File: src/rtl/pong_pkg.sv
// Shared types and defaults for the frame scheduler and its helpers.
// No logic of its own; zero latency.
// No flow control; constants only.
package pong_pkg;

    // Scheduler FSM encoding
    typedef enum logic [1:0] {
        ST_IDLE  = 2'd0,
        ST_SCAN  = 2'd1,
        ST_GRANT = 2'd2
    } sched_state_t;

    localparam int             NUM_REQ_DEF = 4;
    localparam int             TIMEOUT_DEF = 1024;
    localparam logic [2:0]     BG_RGB_DEF  = 3'b000;
    localparam int             RGB_W       = 3;

endpackage

File: src/rtl/vsync_edge.sv
// Two-flop synchronizer for the VGA vsync plus falling-edge detector.
// fall_pulse is combinational off the synchronized history: 2 clocks after the pin falls.
// No backpressure; one pulse per falling edge.
module vsync_edge (
    input  logic clk,
    input  logic reset,
    input  logic vsync_in,
    output logic fall_pulse
);

    logic sync1_q;
    logic sync2_q;
    logic prev_q;

    // Synchronize vsync and keep one cycle of history; idle level of vsync is high
    always_ff @(posedge clk or negedge reset) begin
        if (!reset) begin
            sync1_q <= 1'b1;
            sync2_q <= 1'b1;
            prev_q  <= 1'b1;
        end else begin
            sync1_q <= vsync_in;
            sync2_q <= sync1_q;
            prev_q  <= sync2_q;
        end
    end

    assign fall_pulse = prev_q & ~sync2_q;

endmodule

File: src/rtl/frame_scheduler.sv
// Per-frame update-slot scheduler (lowest-index-first, one grant at a time) plus pixel layer merge.
// frame_tick 1 clk after synchronized vsync fall; grant 2 clks after tick; pixel_rgb 1 clk after inputs.
// Requesters hold a grant until upd_done or TIMEOUT cycles; a new frame while busy preempts and flags overrun.
module frame_scheduler
    import pong_pkg::*;
#(
    parameter int         NUM_REQ = NUM_REQ_DEF,
    parameter int         TIMEOUT = TIMEOUT_DEF,
    parameter logic [2:0] BG_RGB  = BG_RGB_DEF
) (
    input  logic                     clk,
    input  logic                     reset,
    input  logic                     vga_vsync,
    input  logic [NUM_REQ-1:0]       upd_req,
    input  logic [NUM_REQ-1:0]       upd_done,
    output logic [NUM_REQ-1:0]       upd_gnt,
    input  logic [RGB_W*NUM_REQ-1:0] layer_rgb,
    input  logic [NUM_REQ-1:0]       layer_valid,
    output logic [RGB_W-1:0]         pixel_rgb,
    output logic                     frame_tick,
    output logic [15:0]              frame_count,
    output logic                     busy,
    output logic                     overrun,
    input  logic                     overrun_clr
);

    localparam int             TW       = $clog2(TIMEOUT) + 1;
    localparam logic [TW-1:0]  TMO_LAST = TW'(TIMEOUT - 1);

    sched_state_t       state_q, state_d;
    logic [NUM_REQ-1:0] pending_q, pending_d;
    logic [NUM_REQ-1:0] gnt_q, gnt_d;
    logic [NUM_REQ-1:0] pend_low;
    logic [TW-1:0]      timer_q, timer_d;
    logic               ovr_set;
    logic               done_k;
    logic               tmo;
    logic               fall_pulse;
    logic               frame_tick_q;
    logic [15:0]        frame_count_q;
    logic               overrun_q;
    logic [RGB_W-1:0]   pixel_q, pixel_d;

    vsync_edge u_vsync_edge (
        .clk        (clk),
        .reset      (reset),
        .vsync_in   (vga_vsync),
        .fall_pulse (fall_pulse)
    );

    // Isolate the lowest pending requester; only the granted requester's done counts
    assign pend_low = pending_q & (~pending_q + NUM_REQ'(1));
    assign done_k   = |(upd_done & gnt_q);
    assign tmo      = (timer_q == TMO_LAST);

    // Frame start pulse and frame counter
    always_ff @(posedge clk or negedge reset) begin
        if (!reset) begin
            frame_tick_q  <= 1'b0;
            frame_count_q <= 16'h0000;
        end else begin
            frame_tick_q <= fall_pulse;
            if (frame_tick_q) begin
                frame_count_q <= frame_count_q + 16'h0001;
            end
        end
    end

    // FSM state register
    always_ff @(posedge clk or negedge reset) begin
        if (!reset) begin
            state_q <= ST_IDLE;
        end else begin
            state_q <= state_d;
        end
    end

    // FSM next state and scheduler datapath next values
    always_comb begin
        state_d   = state_q;
        pending_d = pending_q;
        gnt_d     = gnt_q;
        timer_d   = timer_q;
        ovr_set   = 1'b0;
        case (state_q)
            ST_IDLE: begin
                if (frame_tick_q) begin
                    pending_d = upd_req;
                    state_d   = ST_SCAN;
                end
            end
            ST_SCAN: begin
                if (frame_tick_q) begin
                    // New frame before the previous one finished its schedule
                    ovr_set   = 1'b1;
                    pending_d = upd_req;
                    gnt_d     = '0;
                end else if (pending_q == '0) begin
                    state_d = ST_IDLE;
                end else begin
                    gnt_d   = pend_low;
                    timer_d = '0;
                    state_d = ST_GRANT;
                end
            end
            ST_GRANT: begin
                if (frame_tick_q) begin
                    ovr_set   = 1'b1;
                    pending_d = upd_req;
                    gnt_d     = '0;
                    state_d   = ST_SCAN;
                end else if (done_k || tmo) begin
                    // A done arriving on the timeout cycle still counts as completion
                    ovr_set   = ~done_k;
                    gnt_d     = '0;
                    pending_d = pending_q & ~gnt_q;
                    state_d   = ST_SCAN;
                end else begin
                    timer_d = timer_q + TW'(1);
                end
            end
            default: begin
                state_d   = ST_IDLE;
                pending_d = '0;
                gnt_d     = '0;
            end
        endcase
    end

    // FSM outputs
    always_comb begin
        busy = (state_q != ST_IDLE);
    end

    // Scheduler datapath registers
    always_ff @(posedge clk or negedge reset) begin
        if (!reset) begin
            pending_q <= '0;
            gnt_q     <= '0;
            timer_q   <= '0;
        end else begin
            pending_q <= pending_d;
            gnt_q     <= gnt_d;
            timer_q   <= timer_d;
        end
    end

    // Sticky overrun: a set event beats a simultaneous clear
    always_ff @(posedge clk or negedge reset) begin
        if (!reset) begin
            overrun_q <= 1'b0;
        end else if (ovr_set) begin
            overrun_q <= 1'b1;
        end else if (overrun_clr) begin
            overrun_q <= 1'b0;
        end
    end

    // Layer merge: lowest valid layer index is on top
    always_comb begin
        pixel_d = BG_RGB;
        for (int i = NUM_REQ - 1; i >= 0; i--) begin
            if (layer_valid[i]) begin
                pixel_d = layer_rgb[RGB_W*i +: RGB_W];
            end
        end
    end

    // Merged pixel register
    always_ff @(posedge clk or negedge reset) begin
        if (!reset) begin
            pixel_q <= BG_RGB;
        end else begin
            pixel_q <= pixel_d;
        end
    end

    assign upd_gnt     = gnt_q;
    assign pixel_rgb   = pixel_q;
    assign frame_tick  = frame_tick_q;
    assign frame_count = frame_count_q;
    assign overrun     = overrun_q;

endmodule

File: config.mk
export PLATFORM = sky130hd
export DESIGN_NAME = frame_scheduler
export DESIGN_NICKNAME = d
export VERILOG_FILES = /design/src/rtl/pong_pkg.sv /design/src/rtl/vsync_edge.sv /design/src/rtl/frame_scheduler.sv
export SDC_FILE = /design/constraint.sdc
export NUM_CORES = 1
export LEC_CHECK = 0
export CORE_MARGIN = 1
export CORE_UTILIZATION = 54
export DETAILED_ROUTE_END_ITERATION = 16
export GPL_TIMING_DRIVEN = 0
export PLACE_DENSITY = 0.92
export SYNTH_ARGS = -nofsm -noshare
export SYNTH_HDL_FRONTEND = slang
export SYNTH_HIERARCHICAL = 1
export SYNTH_SLANG_ARGS = --single-unit
File: constraint.sdc
create_clock -name clk -period 5.5 [get_ports clk]
set_input_delay 1.1 -clock clk [delete_from_list [all_inputs] [get_ports clk]]
set_output_delay 1.1 -clock clk [all_outputs]
set_load 0.03 [all_outputs]
# [Word-level counts from Yosys, hierarchy flattened]
# Index checks and enable logic that the tools add are counted.
[classes] n_lt_le_gt_ge=0 n_eq_ne=11 muxes=30 n_addsub=3 div=0 n_reduce_logical=12 n_mul=0 n_bitwise=9 n_shift=0
[op_table] operator="$mux 11" n=4
[op_table] operator="$mux 4" n=7
[op_table] operator="$pmux 11 s2" n=1
[op_table] operator="$add 16x1->16 const B" n=1
[op_table] operator="$and 4x4->4" n=3
[op_table] operator="$mux 3" n=4
[op_table] operator="$pmux 4 s3" n=1
[op_table] operator="$add 11x1->11 const B" n=1
[op_table] operator="$eq 11x10->1 const B" n=1
[op_table] operator="$mux 2" n=5
[op_table] operator="$ne 2x2->1 const B" n=5
[op_table] operator="$not 4->4" n=2
[op_table] operator="$pmux 4 s2" n=1
[op_table] operator="$ne 3x3->1 const B" n=2
[op_table] operator="$pmux 2 s3" n=1
[op_table] operator="$reduce_and 3->1" n=2
[op_table] operator="$reduce_bool 2->1" n=3
[op_table] operator="$mux 1" n=5
[op_table] operator="$reduce_and 5->1" n=1
[op_table] operator="$add 4x1->4 const B" n=1
[op_table] operator="$logic_not 4->1" n=1
[op_table] operator="$reduce_or 4->1" n=1
[op_table] operator="$not 1->1" n=3
[op_table] operator="$eq 2x1->1 const B" n=1
[op_table] operator="other kinds (8)" n=8
[word_totals] latch_bits=0 inputBits=28 mem_bits_rw=0 word_cells=76 reg_bits=45 out_inout_bits=26 mem_count=0 rom_bits=0

# [Logic depth before layout (Yosys ltp)]
# Gate-level depths: netlist of the first run.
[logic_depth] ltp_word=7 mapped_depth=9 ltp_nobuf=7

# [Modules after synthesis]
# The synthesis of the first run kept the hierarchy.
[by_module_without_submodules] module="frame_scheduler" area_each_um2=2232.1 instances=1 seq_area_each_um2=1051.0 cells_each=224
[by_module_without_submodules] module="vsync_edge" area_each_um2=92.6 instances=1 seq_area_each_um2=78.8 cells_each=4

# [Worst setup path before layout of the first run]
# Ideal clock, no wire load.
[synth_path] path_kind="input port to flip-flop" start="input upd_done[0]" end="register timer_q[8]" setup_ns=0.121 slack_ns=3.124 required_ns=5.379 t_arrival_ns=2.255 path_buffers=0 cell_stages=5 path_cell_list="a22oi_2 -> nand2_2 -> or2_1 -> a221o_1 -> a22o_1"
[synth_between] elab_chain_len=5
[synth_lines] item="from (decl)" line="frame_scheduler.sv:15" source="input logic [NUM_REQ-1:0] upd_done,"
[synth_lines] item="$and 4x4->4" line="frame_scheduler.sv:53" source="assign done_k = |(upd_done & gnt_q);"
[synth_lines] item="$reduce_or 4->1" line="frame_scheduler.sv:53"
[synth_lines] item="$logic_or 1x1->1" line="frame_scheduler.sv:112" source="end else if (done_k || tmo) begin"
[synth_lines] item="$ne 2x2->1 (no source line)"
[synth_lines] item="$reduce_and 5->1 (no source line)"
[synth_lines] item="to (signal assigned)" line="frame_scheduler.sv:144" source="timer_q <= timer_d;"
[synth_lines] item="to (decl)" line="frame_scheduler.sv:34" source="logic [TW-1:0] timer_q, timer_d;"
# No other way between the ends.
# A chain may end at the register's enable or synchronous reset.

# [Final worst setup path of the first run]
[layout_path] start="register state_q[0]" end="output busy"
[layout_between] elab_chain_len=1
[layout_lines] item="from (decl)" line="frame_scheduler.sv:30" source="sched_state_t state_q, state_d;"
[layout_lines] item="from (signal assigned)" line="frame_scheduler.sv:74" source="state_q <= state_d;"
[layout_lines] item="$reduce_bool 2->1" line="frame_scheduler.sv:132" source="busy = (state_q != ST_IDLE);"
[layout_lines] item="to (decl)" line="frame_scheduler.sv:22" source="output logic busy,"
# No other way between the ends.

==> summary.txt, run 1 <==
Outcome -> finished, final reports clean
Worst Hold Depth -> 0
Largest net degree at the start of global routing -> 33
Setup crit start kind -> flip-flop
CTS tree -> done
RSZ-0062 raised after global routing -> no
Fin. max-slew vios -> 0
Synth-to-Final Area Change -> 32.1%
Placed wire-length estimate -> 3930 um
Initial antenna violation count -> 0
Worst VDD drop -> 0.281 mV
TritonCTS Buffers -> 5
Die height -> 67.6 um
Largest cells by area after synthesis -> dfrtp_1, nand2_1, xnor2_1
Most numerous cell on the critical path -> inv_1
Max Buffers Root-to-Sink -> 2
Final wirelength -> 5400 um
CTS H-tree lvls -> 2
Final Net Count -> 323
Critical path endpoint -> busy
Syn. warnings -> 6
Wire per inst -> 15.9 um
Minimum clock period -> 3.22 ns
Max incr delay on CP -> 0.62 ns
# diodes -> 0
Reg2reg end -> pending_q[1]$_DFFE_PN0P_
EDFF count, synth -> 0
Post-Synthesis Cells -> 228
Detailed router's first-iteration violation count -> 128
Slew @ Worst Pin -> 0.751 ns
Critical path class -> flip-flop to output pin
Worst hold path class -> flip-flop to flip-flop
Seq cells post-synth -> 45
Port bufs -> 53
Reg2reg start -> state_q[0]$_DFFE_PN0P_
Worst slew margin -> 49.5%
Sequential element share of the synthesized area -> 48.6%
CP Cell Sequence -> inv_1, ha_1, clkbuf_1, inv_1, clkdlybuf4s50_1
# setup viols final -> 0
Area of the multi-input gates -> 1120 um2
Die X -> 67.6 um
Total power -> 1.30 mW
First-pass GRT wire length -> 8600 um
Buf/Inv on CP -> 4
Setup TNS -> 0 ns
Sink Count -> 45
Dominant cell type by area after synthesis -> dfrtp_1
Max Cap Viol -> 0
Setup bufs post-CTS -> 0
Asr flop ratio synth -> 100%
DR DRC count -> 0
Crit path capture type -> output pin
CP top delay family -> buffers and inverters
Routed Antenna Nets -> 0
Final Util -> 75.7%
Root buffer cell -> clkbuf_8
Layout cell share with drive strength beyond 1 -> 10.3%
Cell row count -> 23
Vias in the first global route -> 1913
Synthesized area -> 2320 um2
Critical Path AT -> 2.12 ns
Pleak -> 1.28 nW
Fill cells -> 276
CP startpoint -> state_q[0]$_DFFE_PN0P_
Top-area cell type share of the netlist area -> 45.2%
Worst-path maximum fanout -> 10
Cell count of the worst reg-to-reg path -> 7
Reg clk slew, reported paths -> 0.09 ns
Tcrit/Tclk final -> 58.5%
FF-to-FF setup slack -> 3.32 ns
Routed via count -> 2042
Global placement routability congestion -> 0.864
Fin. Hold Viols -> 0
Die area -> 4570 um2
Syn Area/Cell -> 10.2 um2
Critical path depth -> 5
Core Footprint -> 4060 um2
Most frequent cells in the layout -> clkdlybuf4s50_1, dfrtp_1, nand2_1
GRT Total Usage -> 25.4%
Max Clk Rate -> 0.311 GHz
Area occupied by registers -> 1130 um2
Starting Density -> 57.3%
Cell variety after synth -> 53
Most common cell after layout, fill and taps aside -> clkdlybuf4s50_1
Hold_buf cts -> 0
# IOs -> 54
Clk_skew -> 0.00855 ns
Top_reg_cell synth -> dfrtp_1
Grt total ovfl -> 0
First-pass DRT Iterations -> 4
CTS resizes -> 0
Worst-path cell with the longest stage delay -> clkdlybuf4s50_1
Vias/cell -> 6.01
Syn Nets -> 262
Worst EP required -> 4.40 ns
P per Cell Area -> 423 nW/um2
Clk_lat worst skew -> 0.30 ns
-- layout make-up --
type | count | area share [%]
inverter | 10 | 1.22
buffer | 7 | 1.30
clock inverter | 3 | 2.24
clock buffer | 5 | 2.24
multi-input combinational | 166 | 36.4
tap | 50 | 2.04
sequential | 45 | 36.8
timing repair buffer | 54 | 17.8
-- worst min-delay path by stage --
stage / startpoint / to / slack (ns)
after floorplan: u_vsync_edge/sync1_q$_DFF_PN1_ / u_vsync_edge/sync2_q$_DFF_PN1_ / 0.35
after global placement: u_vsync_edge/sync1_q$_DFF_PN1_ / u_vsync_edge/sync2_q$_DFF_PN1_ / 0.35
after detailed placement: u_vsync_edge/sync1_q$_DFF_PN1_ / u_vsync_edge/sync2_q$_DFF_PN1_ / 0.35
after CTS: u_vsync_edge/sync1_q$_DFF_PN1_ / u_vsync_edge/sync2_q$_DFF_PN1_ / 0.36
after global routing: u_vsync_edge/sync1_q$_DFF_PN1_ / u_vsync_edge/sync2_q$_DFF_PN1_ / 0.36
final: u_vsync_edge/sync1_q$_DFF_PN1_ / u_vsync_edge/sync2_q$_DFF_PN1_ / 0.36
-- synth_stat cells, drive strengths merged (4+ instances only) --
master and n:
dfrtp 42, o21ai 16, nor3 10, nand4 8, a21oi 5, a22oi 4, and3 4, nor2 12
a22o 4, nor4 5, nand2 30, nand3 9, inv 10, ha 6, xnor2 11, xor2 4
buf 5
-- metal layers --
metal	GRT usage (%)	wire length [um]
met1	30.8	2180
met2	43.6	2840
met3	5.24	301
met4	9.84	89
met5	0	0
-- where the power goes --
part / switching (mW) / internal (mW) / total, mW
Combinational: 0.313 / 0.219 / 0.532
Clock: 0.122 / 0.183 / 0.305
Sequential: 0.0717 / 0.389 / 0.461
Total: 0.507 / 0.791 / 1.30
-- cells by family after synthesis --
logic type,Yosys count,synth area share [%]
xor gates and xnor gates,15,5.65
DFF,45,48.6
and+or+nand+nor,89,21.1
buffers and inverters,17,3.34
muxes,5,2.26
adders and majority gates,6,3.23
AOI/OAI and AO/OA,51,15.8
-- state kept, by name (all words and copies together), names as in the netlist --
signal,cells
u_vsync_edge/sync1_q,1
pending_q,4
u_vsync_edge/sync2_q,1
state_q,2
frame_tick,1
upd_gnt,4
pixel_rgb,3
frame_count,16
overrun,1
timer_q,11
u_vsync_edge/prev_q,1
-- worst register-to-register path, delay by kind of cell (launching register included) --
kind	cells	cell delay [ns]
AO/OA/AOI/OAI	2	0.77
adder cells (fa/ha/maj)	1	0.16
buffers and inverters	3	0.60
flip-flops	1	0.43
AND/OR/NAND/NOR	1	0.13
-- through the flow --
stage | hold WS [ns] | cell area, um2 | instances | setup WS [ns]
after CTS | 0.364 | 3070 | 340 | 2.28
after floorplan | 0.345 | 2320 | 228 | 3.12
after global placement | 0.347 | 2920 | 331 | 2.16
after detailed placement | 0.350 | 2930 | 332 | 2.39
after global routing | 0.360 | 3070 | 340 | 2.18
final | 0.361 | 3070 | 340 | 2.28
Note: power is estimated with default switching activity, not from simulation.
==> inputs of run 2 (changes only) <==
--- a/config.mk
+++ b/config.mk
@@ -6,10 +6,10 @@
 export NUM_CORES = 1
 export LEC_CHECK = 0
 export CORE_MARGIN = 1
-export CORE_UTILIZATION = 54
+export CORE_UTILIZATION = 50
 export DETAILED_ROUTE_END_ITERATION = 16
 export GPL_TIMING_DRIVEN = 0
-export PLACE_DENSITY = 0.92
+export PLACE_DENSITY = 0.87
 export SYNTH_ARGS = -nofsm -noshare
 export SYNTH_HDL_FRONTEND = slang
 export SYNTH_HIERARCHICAL = 1
==> constraint.sdc (replaced) <==
create_clock -name clk -period 3.3 [get_ports clk]
set_input_delay 0.66 -clock clk [delete_from_list [all_inputs] [get_ports clk]]
set_output_delay 0.66 -clock clk [all_outputs]
set_load 0.03 [all_outputs]
==> summary.txt, run 2 (synthesis gave the netlist of run 1 again) <==
GRT Total Usage -> 22.7%
Max Cap Viol -> 0
Most common cell after layout, fill and taps aside -> clkdlybuf4s50_1
Worst slew margin -> 47.6%
DR DRC count -> 0
Vias/cell -> 5.87
Wire per inst -> 14.4 um
Placed wire-length estimate -> 3620 um
Setup TNS -> 0 ns
Die area -> 4930 um2
Comb pwr share -> 42.3%
Initial antenna violation count -> 0
Worst VDD drop -> 0.419 mV
First-pass DRT Iterations -> 4
P per Cell Area -> 686 nW/um2
Worst hold path class -> input port to asynchronous set/reset pin
# setup viols final -> 0
Clk pwr share -> 20.9%
Outcome -> finished, final reports clean
Grt total ovfl -> 0
Crit path capture type -> output pin
Post-DP Area -> 2940 um2
Sequential share of power -> 36.8%
Fin. max-slew vios -> 0
Fin. Hold Viols -> 0
Root buffer cell -> clkbuf_8
Most frequent cells in the layout -> clkdlybuf4s50_1, dfrtp_1, nand2_1
CTS H-tree lvls -> 2
Sw Share -> 39.8%
Starting Density -> 52.7%
First-pass GRT wire length -> 8670 um
Max Buffers Root-to-Sink -> 2
CTS resizes -> 0
Worst-path maximum fanout -> 10
Final Net Count -> 323
Sink Count -> 45
Detailed router's first-iteration violation count -> 123
Setup bufs post-CTS -> 0
Internal Dissipation -> 1.26 mW
Reg clk slew, reported paths -> 0.09 ns
Critical path class -> flip-flop to output pin
Critical Path AT -> 2.13 ns
Final Util -> 69.2%
Clk_skew -> 0.00783 ns
DP Worst Slack -> 0.657 ns
Final wirelength -> 4940 um
Largest net degree at the start of global routing -> 28
Cell row count -> 24
Minimum clock period -> 2.79 ns
Tcrit/Tclk final -> 84.4%
Port bufs -> 53
Die height -> 70.2 um
Core Footprint -> 4410 um2
Max reg flops -> 16
Global placement routability congestion -> 0.895
Worst EP required -> 2.64 ns
Clk_lat worst skew -> 0.31 ns
Synth-to-Final Area Change -> 31.4%
Die X -> 70.2 um
TritonCTS Buffers -> 5
Layout cell share with drive strength beyond 1 -> 10.3%
Vias in the first global route -> 1983
CTS tree -> done
Routed Antenna Nets -> 0
Fin area -> 3060 um2
Post-route insts no fill -> 342
# diodes -> 0
Max Clk Rate -> 0.359 GHz
Setup crit start kind -> flip-flop
P_sw -> 0.834 mW
Worst Slack Setup Final -> 0.514 ns
RSZ-0062 raised after global routing -> no
Routed via count -> 2006
Slew @ Worst Pin -> 0.776 ns
Pleak -> 1.27 nW
# IOs -> 54
Dpl cells -> 334
Hold_buf cts -> 0
==> run 2: cell count changes in the layout (fill, tap and decap cells not counted) <==
cell and change:
clkinvlp_4 +1, clkbuf_8 +1, inv_6 -1, bufinv_16 -1
==> run 2: path summary, 6_finish.rpt <==
check / from / slack, ns / cells past startpoint / end
worst min-delay path: reset / 0.29 / 1 / frame_count[4]$_DFFE_PN0P_
max in group asynchronous: reset / 2.52 / 2 / timer_q[6]$_DFFE_PN0P_
min in group clk: u_vsync_edge/sync1_q$_DFF_PN1_ / 0.36 / 0 / u_vsync_edge/sync2_q$_DFF_PN1_
worst min register to register: u_vsync_edge/sync1_q$_DFF_PN1_ / 0.36 / 0 / u_vsync_edge/sync2_q$_DFF_PN1_
worst max-delay path: state_q[0]$_DFFE_PN0P_ / 0.51 / 5 / busy
worst max register to register: state_q[0]$_DFFE_PN0P_ / 1.19 / 7 / pending_q[0]$_DFFE_PN0P_
==> run 2: cell type report <==
cell class	count	area, um2
fillers	329	1360
flip-flops and latches	45	1130
multi-input cells	166	1120
repair buffers	54	546
clock buffers	6	82.6
well taps	52	65.1
plain buffers	7	40.0
clock inverters	2	37.5
inverters	10	37.5
==> run 2: power by group through the flow <==
| stage | clock (mW) | combinational (mW) | sequential (mW) |
|---|---|---|---|
| 5_1_grt | 0.475 | 0.967 | 0.785 |
| 4_1_cts | 0.447 | 0.886 | 0.767 |
| 2_1_floorplan | 0 | 0.485 | 0.858 |
| 6_report | 0.439 | 0.886 | 0.770 |
| 3_5_place_dp | 0 | 0.877 | 0.775 |
| 3_3_place_gp | 0 | 0.852 | 0.771 |
==> run 2: layer usage <==
metal,track usage (%),vias up,routed length [um],share of wire (%)
met1,27.0,965,2070,42
met2,37.5,71,2500,51
met5,0,-,0,0
li1,-,957,-,-
met3,6.20,13,244,4.9
met4,11.6,0,125,2.5
==> run 2: critical path, cell delays in order (launching register included) <==
cell             delay [ns]
dfrtp_1                0.44
inv_1                  0.12
ha_1                   0.14
clkbuf_1               0.34
inv_1                  0.15
clkdlybuf4s50_1        0.63
==> run 2: stage by stage <==
step	hold WS [ns]	total power [mW]
6_report	0.290	2.09
5_1_grt	0.303	2.23
4_1_cts	0.295	2.10
3_5_place_dp	0.361	1.65
3_3_place_gp	0.350	1.62
2_1_floorplan	0.345	1.34
